<file path="src/rtl/bsg_skid_pkg.sv">
// Shared types and constants for the skid buffer.
package bsg_skid_pkg;

  localparam int bsg_skid_width_gp = 3;

  typedef enum logic [1:0] {
    EMPTY = 2'b00,
    ONE   = 2'b01,
    TWO   = 2'b10
  } bsg_skid_state_e;

endpackage

</file>
<file path="src/rtl/bsg_dff_en_rn.sv">
// Enabled flop bank with asynchronous active-low reset to zero.
module bsg_dff_en_rn #(
  parameter int width_p = 1
) (
  input  logic               clk_i,
  input  logic               reset_n_i,
  input  logic               en_i,
  input  logic [width_p-1:0] data_i,
  output logic [width_p-1:0] data_o
);

  always_ff @(posedge clk_i or negedge reset_n_i)
    if (!reset_n_i)  data_o <= '0;
    else if (en_i)   data_o <= data_i;

endmodule

</file>
<file path="src/rtl/bsg_skid_buffer_width_p3.sv">
// Two-entry skid buffer: valid/ready upstream, valid/yumi downstream, ready from state only.
// Optional stall counter output enabled by BSG_SKID_BUFFER_STALL_CNT_EN.
module bsg_skid_buffer_width_p3
  import bsg_skid_pkg::*;
#(
  parameter int width_p     = bsg_skid_width_gp,
  parameter int harden_p    = 1,
  parameter int cnt_width_p = 16
) (
  input  logic               clk_i,
  input  logic               reset_n_i,
  input  logic               v_i,
  input  logic [width_p-1:0] data_i,
  output logic               ready_o,
  output logic               v_o,
  output logic [width_p-1:0] data_o,
  input  logic               yumi_i
`ifdef BSG_SKID_BUFFER_STALL_CNT_EN
  ,output logic [cnt_width_p-1:0] stall_cnt_o
`endif
);

  bsg_skid_state_e     state, state_n;
  logic                main_en, skid_en;
  logic [width_p-1:0]  main_d, skid_q;

  always_ff @(posedge clk_i or negedge reset_n_i)
    if (!reset_n_i) state <= EMPTY;
    else            state <= state_n;

  always_comb begin
    state_n = state;
    main_en = 1'b0;
    skid_en = 1'b0;
    main_d  = data_i;
    case (state)
      EMPTY: if (v_i) begin
        main_en = 1'b1;
        state_n = ONE;
      end
      ONE: begin
        if (v_i && yumi_i) main_en = 1'b1;
        else if (v_i) begin
          skid_en = 1'b1;
          state_n = TWO;
        end else if (yumi_i) state_n = EMPTY;
      end
      // upstream sees ready_o=0 here, so v_i is deliberately ignored
      TWO: if (yumi_i) begin
        main_en = 1'b1;
        main_d  = skid_q;
        state_n = ONE;
      end
      default: state_n = EMPTY;
    endcase
  end

  assign ready_o = (state != TWO);
  assign v_o     = (state != EMPTY);

  bsg_dff_en_rn #(.width_p(width_p)) main_reg (
    .clk_i     (clk_i),
    .reset_n_i (reset_n_i),
    .en_i      (main_en),
    .data_i    (main_d),
    .data_o    (data_o)
  );

  bsg_dff_en_rn #(.width_p(width_p)) skid_reg (
    .clk_i     (clk_i),
    .reset_n_i (reset_n_i),
    .en_i      (skid_en),
    .data_i    (data_i),
    .data_o    (skid_q)
  );

`ifdef BSG_SKID_BUFFER_STALL_CNT_EN
  always_ff @(posedge clk_i or negedge reset_n_i)
    if (!reset_n_i)
      stall_cnt_o <= '0;
    else if (v_o && !yumi_i && (stall_cnt_o != '1))
      stall_cnt_o <= stall_cnt_o + cnt_width_p'(1);
`endif

  always @(posedge clk_i)
    if (reset_n_i)
      assert (!(yumi_i && !v_o))
        else $warning("illegal yumi_i with v_o=0 (harden_p=%0d cnt_width_p=%0d)",
                      harden_p, cnt_width_p);

endmodule

</file>
<file path="config.mk">
export PLATFORM = sky130hd
export DESIGN_NAME = bsg_skid_buffer_width_p3
export DESIGN_NICKNAME = d
export VERILOG_FILES = /design/src/rtl/bsg_skid_pkg.sv /design/src/rtl/bsg_dff_en_rn.sv /design/src/rtl/bsg_skid_buffer_width_p3.sv
export SDC_FILE = /design/constraint.sdc
export NUM_CORES = 1
export LEC_CHECK = 0
export ABC_AREA = 1
export BUFFER_PORTS_ARGS = -buffer_cell sky130_fd_sc_hd__buf_2
export CAP_MARGIN = 15
export CORE_AREA = 2 2 39 41
export CTS_CLUSTER_SIZE = 30
export DETAILED_ROUTE_END_ITERATION = 10
export DIE_AREA = 0 0 41 43
export PLACE_DENSITY_LB_ADDON = 0.2
export SETUP_SLACK_MARGIN = 0.2
export SYNTH_ARGS = -nofsm -noshare
export SYNTH_HDL_FRONTEND = slang
export SYNTH_SLANG_ARGS = --single-unit
export TNS_END_PERCENT = 5
</file>
<file path="constraint.sdc">
create_clock -name clk_i -period 1.48 [get_ports clk_i]
set_input_delay 0 -clock clk_i [delete_from_list [all_inputs] [get_ports clk_i]]
set_output_delay 0 -clock clk_i [all_outputs]
set_load 0.03 [all_outputs]
</file>
## Word-level counts from Yosys, hierarchy flattened

Cells that the tools add are included.
Widths: inputs -> output; s select.

| word-level totals | value |
|---|---|
| flip-flop bits (word level) | 8 |
| bits of input ports | 7 |
| output and inout port bits | 5 |
| word-level logic and storage cells | 28 |

| cells by class | value |
|---|---|
| eq/ne operators | 7 |
| multiplexer cells | 14 |
| reduce and logical (&&, ||, !) cells | 4 |

Operator list:

| operator | count |
|---|---|
| $mux 2 | 5 |
| $ne 2x2->1 const B | 4 |
| $mux 3 | 2 |
| $pmux 2 s3 | 1 |
| $mux 1 | 5 |
| $reduce_and 4->1 | 1 |
| $ne 3x3->1 const B | 1 |
| $pmux 1 s3 | 1 |
| $eq 2x1->1 const B | 1 |
| $eq 2x2->1 const B | 1 |
| $logic_not 2->1 | 1 |
| $reduce_bool 2->1 | 1 |
| $logic_and 1x1->1 | 1 |

## Logic depth before layout (Yosys ltp)

| logic depth | value |
|---|---|
| depth in word-level cells | 4 |
| mapped depth | 7 |
| depth with buffers taken out | 6 |

## Cells and area by module

Synthesis repeated with hierarchy kept, for this count alone.

| second synthesis, totals | value |
|---|---|
| cell total of the unflattened synthesis | 59 |
| area, all modules | 399.1 µm² |

By module, submodules not included:

| module | instances | cells an instance | area each (µm²) | seq. area each (µm²) |
|---|---|---|---|---|
| bsg_dff_en_rn | 2 | 13 | 112.6 | 75.1 |
| bsg_skid_buffer_width_p3 | 1 | 33 | 173.9 | 50.0 |

## Worst setup path before layout

Ideal clock, no wire load.

| path | value |
|---|---|
| path kind | register to register |
| start | register state[1] |
| end | register main_reg.data_o[0] |
| arrival time | 0.939 ns |
| required time | 1.363 ns |
| slack | 0.424 ns |
| stages on the path, launching flop included | 8 |
| period minus slack after synthesis | 1.056 ns |
| path through | dfrtp_1 buf_6 inv_2 nand2_2 nand2_1 nand2_1 nand2_1 nand2_1 |

| between the ends | value |
|---|---|
| cells in the longest elaborated chain, start to end | 2 |

RTL lines:

| item | RTL line | source |
|---|---|---|
| start, declared | bsg_skid_buffer_width_p3.sv:23 | `bsg_skid_state_e state, state_n;` |
| start signal, assigned | bsg_skid_buffer_width_p3.sv:29 | `else state <= state_n;` |
| $eq 2x2->1, or another cell as far along | bsg_skid_buffer_width_p3.sv:36 | `case (state)` |
| $pmux 1 s3 / $mux 3 (equally long branches) | bsg_skid_buffer_width_p3.sv:36 |  |
| end signal, assigned | bsg_dff_en_rn.sv:14 | `else if (en_i) data_o <= data_i;` |
| end, declared | bsg_dff_en_rn.sv:9 | `output logic [width_p-1:0] data_o` |

Parallel ways exist; a longest one is shown, timed or not.
A chain may end at the register's enable or synchronous reset.

## Worst setup path after layout

| path | value |
|---|---|
| start | register state[1] |
| end | output port v_o |

| between the ends | value |
|---|---|
| cells in the longest elaborated chain, start to end | 1 |

RTL lines:

| item | RTL line | source |
|---|---|---|
| $reduce_bool 2->1 | bsg_skid_buffer_width_p3.sv:59 | `assign v_o = (state != EMPTY);` |
| end, declared | bsg_skid_buffer_width_p3.sv:15 | `output logic v_o,` |

Every way passes these cells.

==> metrics.md <==
| Metric | Value |
|---|---|
| Dpl hpwl | approximately 690 microns |
| Post-route ant nets | 0 |
| Row count | 14 |
| Worst path required time | 1.48 ns |
| Via/cell ratio | ~4.4 |
| Critical Path Start | state[1] |
| Final Setup Violations | 0 |
| Rel. slew slack | 0.797 |
| Synth unique cells | 12 |
| Number of global-route vias before repair | just under 400 |
| Minimum clock period | approximately 1.1 ns |
| Total Routed Length | approximately 900 microns |
| Most common cell after layout, fill and taps aside | nand2_1 |
| DR pass1 iterations | 4 |
| Buffers on Ports | 11 |
| Starting Density | 0.301 |
| First-pass GRT wire length | approximately 1.6 mm |
| Cell Pwr Density | around 1400 mW/mm^2 |
| Most frequent cells in the layout | nand2_1, buf_2, dfrtp_1, o21ai_1 |
| Crit path launch type | register |
| Remaining global-route overflow | 0 |
| Die W | approximately 41 microns |
| CP top delay family | flip-flops |
| Mapped Cells | 56 |
| Nets | 82 |
| Status | finished, final reports clean |
| Chip height | roughly 43 microns |
| Multi-input combinational cell area | 179 sq um |
| Final Instance Area | approximately 540 sq um |
| Clk Latency, worst-skew pair | around 0.25 ns |
| Seq/Total Area, Yosys | 0.480 |
| Root buf cell | clkbuf_4 |
| Worst-path clk slew | about 0.06 ns |
| Worst R2R Start | state[1] |
| Worst slew pin tran | around 0.30 ns |
| # placed instances | 82 |
| Buf+Inv Stages, Crit Path | 2 |
| Fmax achieved | ~900 MHz |
| Fin crit share | 0.755 |
| Post-Syn Area | roughly 420 sq um |
| Largest net degree at the start of global routing | 11 |
| Sink Count | 8 |
| DRC Markers | 0 |
| Sequential Area | 200 sq um |
| Crit end category | output pin |
| Max incr delay on CP | approximately 0.52 ns |
| Post-CTS setup buffers | 0 |
| Final hold vios | 0 |
| Via count | around 390 |
| Critical path, cell by cell | inv_2, nand2_2, buf_2 |
| CP Class | reg2out |
| Crit path DAT | about 1.1 ns |
| Cell Area, Placed | between 400 and 500 sq um |
| Syn nets | 63 |
| Average size of a mapped cell | 7.44 sq um |
| YS warnings | 0 |
| Antenna Cells | 0 |
| Synthesized flop and latch total | 8 |
| H-Tree Depth | 1 |
| Initial antenna violation count | 0 |
| Fillers | 162 |
| CTS tree | yes |
| Hold Path Origin | yumi_i |
| Crit-path max FO | 10 |
| Final Wtd Congestion | between 0.7 and 0.8 |
| TNS Setup | 0 ns |
| Pleak | 0.308 nW |
| Core area | between 0.001 and 0.0015 sq mm |
| Die Area | between 0.0015 and 0.002 sq mm |
| Initial drt markers | 6 |
| Peak VDD IR | 0.656 mV |
| TritonCTS buffer count | 3 |
| Final Skew | about 0.0038 ns |
| Max Root-Sink Buffers | 2 |
| Hold-fix buffers, CTS | 4 |
| Share of layout cells above drive strength 1 | 0.274 |
| Routed len/inst | approximately 10 microns |
| IO Count | 12 |
| Resize count post-CTS | 0 |
| MaxCap Viol Count | 0 |
| Finished Layout Cells | 89 |
| Layout Utilization | 0.392 |
| Final slew viol count | 0 |
| Critical Path Slowest Stage Cell | dfrtp_1 |
| Unrepaired setup endpoints after global routing | false |
| P&R area growth vs syn | 30.3% |
| Overall routing resource usage | 0.140 |
| Hold WC Path Type | in2reg |
[final timing paths]
path / slack [ns] / depth (start not counted) / endpoint
min in group asynchronous: 0.12 / 2 / skid_reg.data_o[0]
min: 0.04 / 2 / state[1]
max reg2reg: 0.38 / 5 / main_reg.data_o[2]
min reg2reg: 0.48 / 2 / main_reg.data_o[0]
max in group asynchronous: 1.19 / 2 / main_reg.data_o[2]
max: 0.36 / 3 / v_o
[metal layers]
metal / wire length (microns) / vias up / GRT usage
met4: 12 / 0 / 0.100
met2: 411 / 7 / 0.203
met1: 437 / 173 / 0.163
met3: 45 / 2 / 0.0471
li1: - / 212 / -
met5: 0 / - / 0
[stage by stage]
stage	power (W)	setup slack, ns	hold WS (ns)
floorplan	0.000533	0.424	-0.296
global placement	0.000608	0.434	-0.144
detailed placement	0.000610	0.405	-0.145
CTS	0.000794	0.353	0.0282
global route	0.000842	0.274	0.0520
finish	0.000779	0.362	0.0392
[flip-flops by register name, summed over array words and instances, names as in the netlist]
signal           count
skid_reg.data_o      3
state                2
main_reg.data_o      3
[power by group]
| part | switching, W | internal (W) | leakage [nW] | total, W |
|---|---|---|---|---|
| Sequential | 0.0000480 | 0.000288 | 0.0996 | 0.000336 |
| Clock | 0.0000769 | 0.0000930 | 0.0138 | 0.000170 |
| Combinational | 0.000183 | 0.0000902 | 0.194 | 0.000274 |
[cell usage after synthesis, drive strengths merged]
cell type / number / share of area
nand2: 25 / 0.23
nand3: 1 / 0.012
nor2: 5 / 0.051
o21ai: 5 / 0.060
nand4: 4 / 0.075
buf: 1 / 0.027
inv: 7 / 0.063
dfrtp: 8 / 0.48
[final cells by class]
| type | count | area share |
|---|---|---|
| flip-flops and latches | 8 | 0.369 |
| inverters | 7 | 0.0484 |
| multi-input cells | 40 | 0.329 |
| clock buffers | 3 | 0.0415 |
| repair buffers | 15 | 0.175 |
| well taps | 16 | 0.0369 |
[kinds of logic (layout without fill, tap and decap cells)]
family | after synthesis | after routing | share of synthesized area
flip-flops | 8 | 8 | 0.480
AND/OR/NAND/NOR | 35 | 35 | 0.369
AO/OA/AOI/OAI | 5 | 5 | 0.0601
buffers and inverters | 8 | 25 | 0.0901
Note: power is estimated with default switching activity, not from simulation.
